$ cat config.mk
export PLATFORM = sky130hd
export DESIGN_NAME = nebula_niu_axi_tgt
export DESIGN_NICKNAME = d
export VERILOG_FILES = /design/src/rtl/nebula_niu_axi_tgt.sv
export SDC_FILE = /design/constraint.sdc
export NUM_CORES = 1
export LEC_CHECK = 0
export CAP_MARGIN = 0
export CORE_AREA = 3 3 148 150
export CTS_BUF_LIST = sky130_fd_sc_hd__clkbuf_2
export DETAILED_ROUTE_END_ITERATION = 7
export DIE_AREA = 0 0 151 153
export PLACE_DENSITY = 0.65
export RECOVER_POWER = 50
export SYNTH_ARGS = -nofsm -noshare
export SYNTH_HDL_FRONTEND = slang
export SYNTH_SLANG_ARGS = --single-unit
export TNS_END_PERCENT = 100
$ cat constraint.sdc
create_clock -name clk -period 4.65 [get_ports clk]
set_input_delay 0.465 -clock clk [delete_from_list [all_inputs] [get_ports clk]]
set_output_delay 0.465 -clock clk [all_outputs]
set_load 0.02 [all_outputs]
$ cat src/rtl/nebula_niu_axi_tgt.sv
// nebula_niu_axi_tgt: NoC-to-AXI target bridge with one transaction outstanding.
module nebula_niu_axi_tgt #(
    parameter int DATA_W = 64
) (
    input  logic              clk,
    input  logic              rst,
    input  logic              rx_valid,
    output logic              rx_ready,
    input  logic [DATA_W-1:0] rx_data,
    input  logic              rx_last,
    output logic              tx_valid,
    input  logic              tx_ready,
    output logic [DATA_W-1:0] tx_data,
    output logic              tx_last,
    output logic [25:0]       tx_meta,
    output logic              aw_valid,
    input  logic              aw_ready,
    output logic [31:0]       aw_addr,
    output logic [7:0]        aw_len,
    output logic              w_valid,
    input  logic              w_ready,
    output logic [DATA_W-1:0] w_data,
    output logic              w_last,
    input  logic              b_valid,
    output logic              b_ready,
    input  logic [1:0]        b_resp,
    output logic              ar_valid,
    input  logic              ar_ready,
    output logic [31:0]       ar_addr,
    output logic [7:0]        ar_len,
    input  logic              r_valid,
    output logic              r_ready,
    input  logic [DATA_W-1:0] r_data,
    input  logic [1:0]        r_resp,
    input  logic              r_last,
    output logic              err_drop
);
    typedef enum logic [3:0] {IDLE, AW, W, PAD, B, BRSP, AR, R, DRAIN} state_t;
    state_t state, state_nx;
    logic [31:0] addr;
    logic [7:0] len, beat_cnt, src_x, src_y;
    logic [3:0] id;
    logic [1:0] bresp;
    logic drain_pend, drain_set, err_q, err_nx, is_wr, is_rd, last_beat;
    assign is_wr = rx_data[47:44] == 4'd1 && !rx_last;
    assign is_rd = rx_data[47:44] == 4'd2 && rx_last;
    assign last_beat = beat_cnt == len;
    assign err_drop = err_q && !rst;
    // Outputs are forced low while rst is high, so reset silences both sides at once.
    always_comb begin
        state_nx = state;
        err_nx = 1'b0;
        drain_set = 1'b0;
        rx_ready = 1'b0;
        tx_valid = 1'b0;
        tx_data = '0;
        tx_last = 1'b0;
        tx_meta = '0;
        aw_valid = 1'b0;
        aw_addr = '0;
        aw_len = '0;
        w_valid = 1'b0;
        w_data = '0;
        w_last = 1'b0;
        b_ready = 1'b0;
        ar_valid = 1'b0;
        ar_addr = '0;
        ar_len = '0;
        r_ready = 1'b0;
        if (!rst) begin
            case (state)
                IDLE: begin
                    rx_ready = 1'b1;
                    if (rx_valid) begin
                        state_nx = is_wr ? AW : is_rd ? AR : rx_last ? IDLE : DRAIN;
                        err_nx = !is_wr && !is_rd;
                    end
                end
                AW: begin
                    aw_valid = 1'b1;
                    aw_addr = addr;
                    aw_len = len;
                    state_nx = aw_ready ? W : AW;
                end
                W: begin
                    w_valid = rx_valid;
                    rx_ready = w_ready;
                    w_data = rx_data;
                    w_last = last_beat;
                    if (rx_valid && w_ready) begin
                        state_nx = last_beat ? B : rx_last ? PAD : W;
                        drain_set = last_beat && !rx_last;
                        err_nx = last_beat ? !rx_last : rx_last;
                    end
                end
                PAD: begin
                    w_valid = 1'b1;
                    w_last = last_beat;
                    state_nx = w_ready && last_beat ? B : PAD;
                end
                B: begin
                    b_ready = 1'b1;
                    state_nx = b_valid ? BRSP : B;
                end
                BRSP: begin
                    tx_valid = 1'b1;
                    tx_last = 1'b1;
                    tx_meta = {src_y, src_x, 4'd3, id, bresp};
                    state_nx = !tx_ready ? BRSP : drain_pend ? DRAIN : IDLE;
                end
                AR: begin
                    ar_valid = 1'b1;
                    ar_addr = addr;
                    ar_len = len;
                    state_nx = ar_ready ? R : AR;
                end
                R: begin
                    tx_valid = r_valid;
                    r_ready = tx_ready;
                    tx_data = r_data;
                    tx_last = r_last;
                    tx_meta = {src_y, src_x, 4'd4, id, r_resp};
                    state_nx = r_valid && tx_ready && r_last ? IDLE : R;
                end
                DRAIN: begin
                    rx_ready = 1'b1;
                    state_nx = rx_valid && rx_last ? IDLE : DRAIN;
                end
                default: state_nx = IDLE;
            endcase
        end
    end
    always_ff @(posedge clk) begin
        if (rst) begin
            state <= IDLE;
            beat_cnt <= '0;
            drain_pend <= 1'b0;
            err_q <= 1'b0;
        end else begin
            state <= state_nx;
            err_q <= err_nx;
            if (state == IDLE && rx_valid) begin
                addr <= rx_data[31:0];
                len <= rx_data[39:32];
                id <= rx_data[43:40];
                src_x <= rx_data[55:48];
                src_y <= rx_data[63:56];
            end
            if (state == AW)
                beat_cnt <= '0;
            else if (w_valid && w_ready)
                beat_cnt <= beat_cnt + 8'd1;
            if (drain_set)
                drain_pend <= 1'b1;
            else if (state == BRSP && tx_ready)
                drain_pend <= 1'b0;
            if (state == B && b_valid)
                bresp <= b_resp;
        end
    end
endmodule
==> impl.org <==
** Placement
- Quantity of I/O buffers inserted on ports :: 385
- DP Worst Slack :: 0.883 ns
- Sum of net half-perimeters after detailed placement :: 15800 µm
- Weighted congestion reported at the end of routability-driven placement :: 0.799

** Synth
- Synthesis produced a netlist whose cell count is 478.
- Post-synthesis register bit count :: 76
- Syn_nets :: 624
- Of the synthesized area, sequential elements account for 0.466.
- By area, the combinational part of the netlist is dominated by simple AND/OR/NAND/NOR gates.
- Post-synthesis compound-gate area fraction :: 0.0411
- Synthesis instantiated 44 different standard cells from the library.
- Cell taking the most area after synthesis :: edfxtp_1
- Primary flip-flop cell chosen by synthesis mapping :: edfxtp_1
- Cell area after technology mapping :: 0.00459 mm²
- Ranked by instance count, the synthesized netlist is headed by and2_1, edfxtp_1, clkbuf_1.
- The synthesized design contains 62 enable-type register cells.
- Mux cell area share after synthesis :: 0.00872
- Ranking of synthesized cells by area :: edfxtp_1, and2_1, dfxtp_1, clkbuf_1, xnor2_1
- Cell with the most instances after synthesis :: and2_1
- The share of synthesized area in the top cell type comes to 0.405.
- Post-Synth Simple-Gate Area :: 0.420
- Of the total synthesized cell area, the portion taken by XOR and XNOR cells is 0.0191.
- Async set-reset flop share out of synthesis :: 0
- Synth Area in Adders :: 0.00817
- The average instance in the mapped netlist occupies 9.61 µm².
- Number of synthesis warnings :: 0

** STA
- Worst Skew :: 0.0262 ns
- For the pin with the worst max-slew slack, the measured transition is 1.68 ns.
- # setup viols final :: 0
- Achievable frequency :: 0.245 GHz
- The worst pin sits at a relative slew slack of -0.119.
- Final Cycle Share :: 0.878
- Unrepaired setup endpoints after global routing :: no
- The max-slew violation count was 61.
- Subtracting the final worst setup slack from the clock period gives 4.08 ns.
- The number of hold violations in the final report came to 0.
- The worst path meets setup with 0.565 ns of slack.
- Post-route setup TNS :: 0 ns

** Drt
- Via total after detailed routing :: 4753
- Router iterations before antenna repair :: 4
- After detailed routing, the average wire length per cell comes to 17.8 µm.
- Wire length after detailed routing :: 20200 µm
- Vias/cell :: 4.20
- Post-DRT Antenna Nets :: 0
- For this run, design rule violations remaining after detail routing come to 0.
- After the first detailed-routing iteration, the DRC count stood at 194.

** CTS
- Buffers inserted during clock tree synthesis total 9.
- Deepest level of the CTS H-tree :: 3
- TritonCTS clock tree :: yes
- Clk_lat worst skew :: 0.55 ns
- Resized Gates After CTS :: 0
- After clock tree synthesis, the flow added hold-fix buffers numbering 0.
- CTS root buf :: clkbuf_2
- Postcts setup bufs :: 0
- Number of sinks on the clock net :: 76
- The clock passes through at most 2 buffers.
- Clock-pin slew on the worst setup and hold paths :: 0.24 ns

** Global routing
- The total overflow left after global routing is 0.
- Entering global routing, the biggest net connects 61 pins.
- The first global-routing pass estimated 29700 µm of wire.
- The initial antenna violation count was 1.
- All-layer global routing usage :: 0.168
- Vias in the first global route :: 4952

** Finish
- Relative to the synthesized area, the layout overhead comes to 94.2%.
- At the end of the flow, the number of nets in the layout was 998.
- Fill cells in the final layout number 2032.
- Of the cells placed in the final design, the portion with a size suffix greater than 1 is 0.0456.

** Pwr
- Peak supply drop :: 121 µV
- Power per cell area :: 166 mW/mm²
- In this run the static leakage power is 0.00336 µW.

** Setup path
- Startpoint of the worst setup timing path :: rst
- STA classifies the critical path startpoint as a primary input.
- Reg-to-reg startpoint :: state[1]$_SDFFE_PP0P_
- At the worst endpoint, the required time is 4.18 ns.
- Element type at the critical path end :: output pin
- In this run the worst path has a maximum fanout of 36.
- Data on the critical path arrives at its endpoint at 3.62 ns.
- The critical path in this run is classified as primary input to output pin.

** Floorplanning
- The floorplan step set the die height to 153 µm.
- The core region is 0.0208 mm².
- Site Rows :: 53
- The die is 151 µm wide.
- The die covers 0.0231 mm².
- Initial core utilization :: 0.221
- 387 I/O pins were placed.

** Job
- Max-cap violations in this run came to 1.

** Run status
- Run status :: finished, violations left
- Violations in the final reports :: max-capacitance violations, max-slew violations

** Min path
- Startpoint of the worst hold path :: beat_cnt[7]$_SDFFE_PP0P_
- In this run the worst hold path is classified as register to register.
[registers in the layout, indices dropped and copies added, names as in the netlist]
register / cells
addr: 32
beat_cnt: 8
len: 8
src_x: 8
src_y: 8
id: 4
state: 4
bresp: 2
drain_pend: 1
err_q: 1
[final timing paths]
check | to | slack (ns) | cells past startpoint
hold reg to reg | beat_cnt[7]$_SDFFE_PP0P_ | 0.51 | 2
hold / removal | beat_cnt[7]$_SDFFE_PP0P_ | 0.51 | 2
setup reg to reg | src_x[1]$_DFFE_PP_ | 1.48 | 4
setup / recovery | ar_addr[14] | 0.57 | 7
[cell usage in the layout, fill, tap and decap left out, types with 6 or more instances in the layout]
cell type	count
nor2_1	17
and2_1	231
a21oi_1	8
buf_4	9
clkdlybuf4s50_1	276
dlygate4sd3_1	109
edfxtp_1	62
nand2_1	9
nand2b_1	6
clkbuf_2	11
dfxtp_1	14
xnor2_1	9
inv_1	8
[through the flow]
step                      hold WS, ns   util  cell area (µm²)  std cells  total power (µW)
after global routing            0.418  0.428             8920       1132              1550
after global placement          0.477  0.422             8790       1116              1010
final                           0.510  0.428             8920       1132              1480
after CTS                       0.356  0.430             8950       1131              1520
after floorplan                 0.456      -             4590        478               847
after detailed placement        0.476  0.422             8790       1116              1010
[worst max-delay path, stage by stage]
cell and delay (ns):
clkdlybuf4s50_1 0.40, buf_4 0.19, or3b_2 0.53, nor2_1 0.44, clkbuf_2 0.66, and2_1 0.21, dlygate4sd3_1 0.70
[layer usage]
metal / GRT usage / vias to the layer above / share of wire
met2: 0.302 / 240 / 0.50
met1: 0.190 / 2171 / 0.39
met4: 0.0371 / 0 / 0.012
met3: 0.0605 / 14 / 0.095
met5: 0 / - / 0
li1: - / 2328 / -
[power by group]
group,total (µW),leakage (µW),switching [µW],internal [µW]
logic,200,0.00259,78.6,121
registers,784,0.000690,11.9,772
clock network,495,0.0000842,266,229
total,1480,0.00336,357,1120
[logic make-up (layout without fill, tap and decap cells)]
| logic type | count (synthesis) | count (layout) |
|---|---|---|
| XOR/XNOR | 10 | 10 |
| multiplexers | 4 | 4 |
| AND/OR/NAND/NOR | 314 | 314 |
| adder cells (fa/ha/maj) | 3 | 3 |
| buffers and inverters | 42 | 420 |
| AO/OA/AOI/OAI | 28 | 28 |
| other | 1 | 2 |
| flip-flops | 76 | 76 |
[layout make-up]
| type | instances | area, µm² | area share |
|---|---|---|---|
| Antenna cell | 1 | 2.50 | 0.000281 |
| Clock inverter | 6 | 114 | 0.0128 |
| Multi-Input combinational cell | 360 | 2310 | 0.259 |
| Clock buffer | 9 | 45.0 | 0.00505 |
| Inverter | 8 | 30.0 | 0.00337 |
| Timing Repair Buffer | 397 | 3940 | 0.441 |
| Tap cell | 275 | 344 | 0.0386 |
| Sequential cell | 76 | 2140 | 0.240 |
Note: power is estimated with default switching activity, not from simulation.
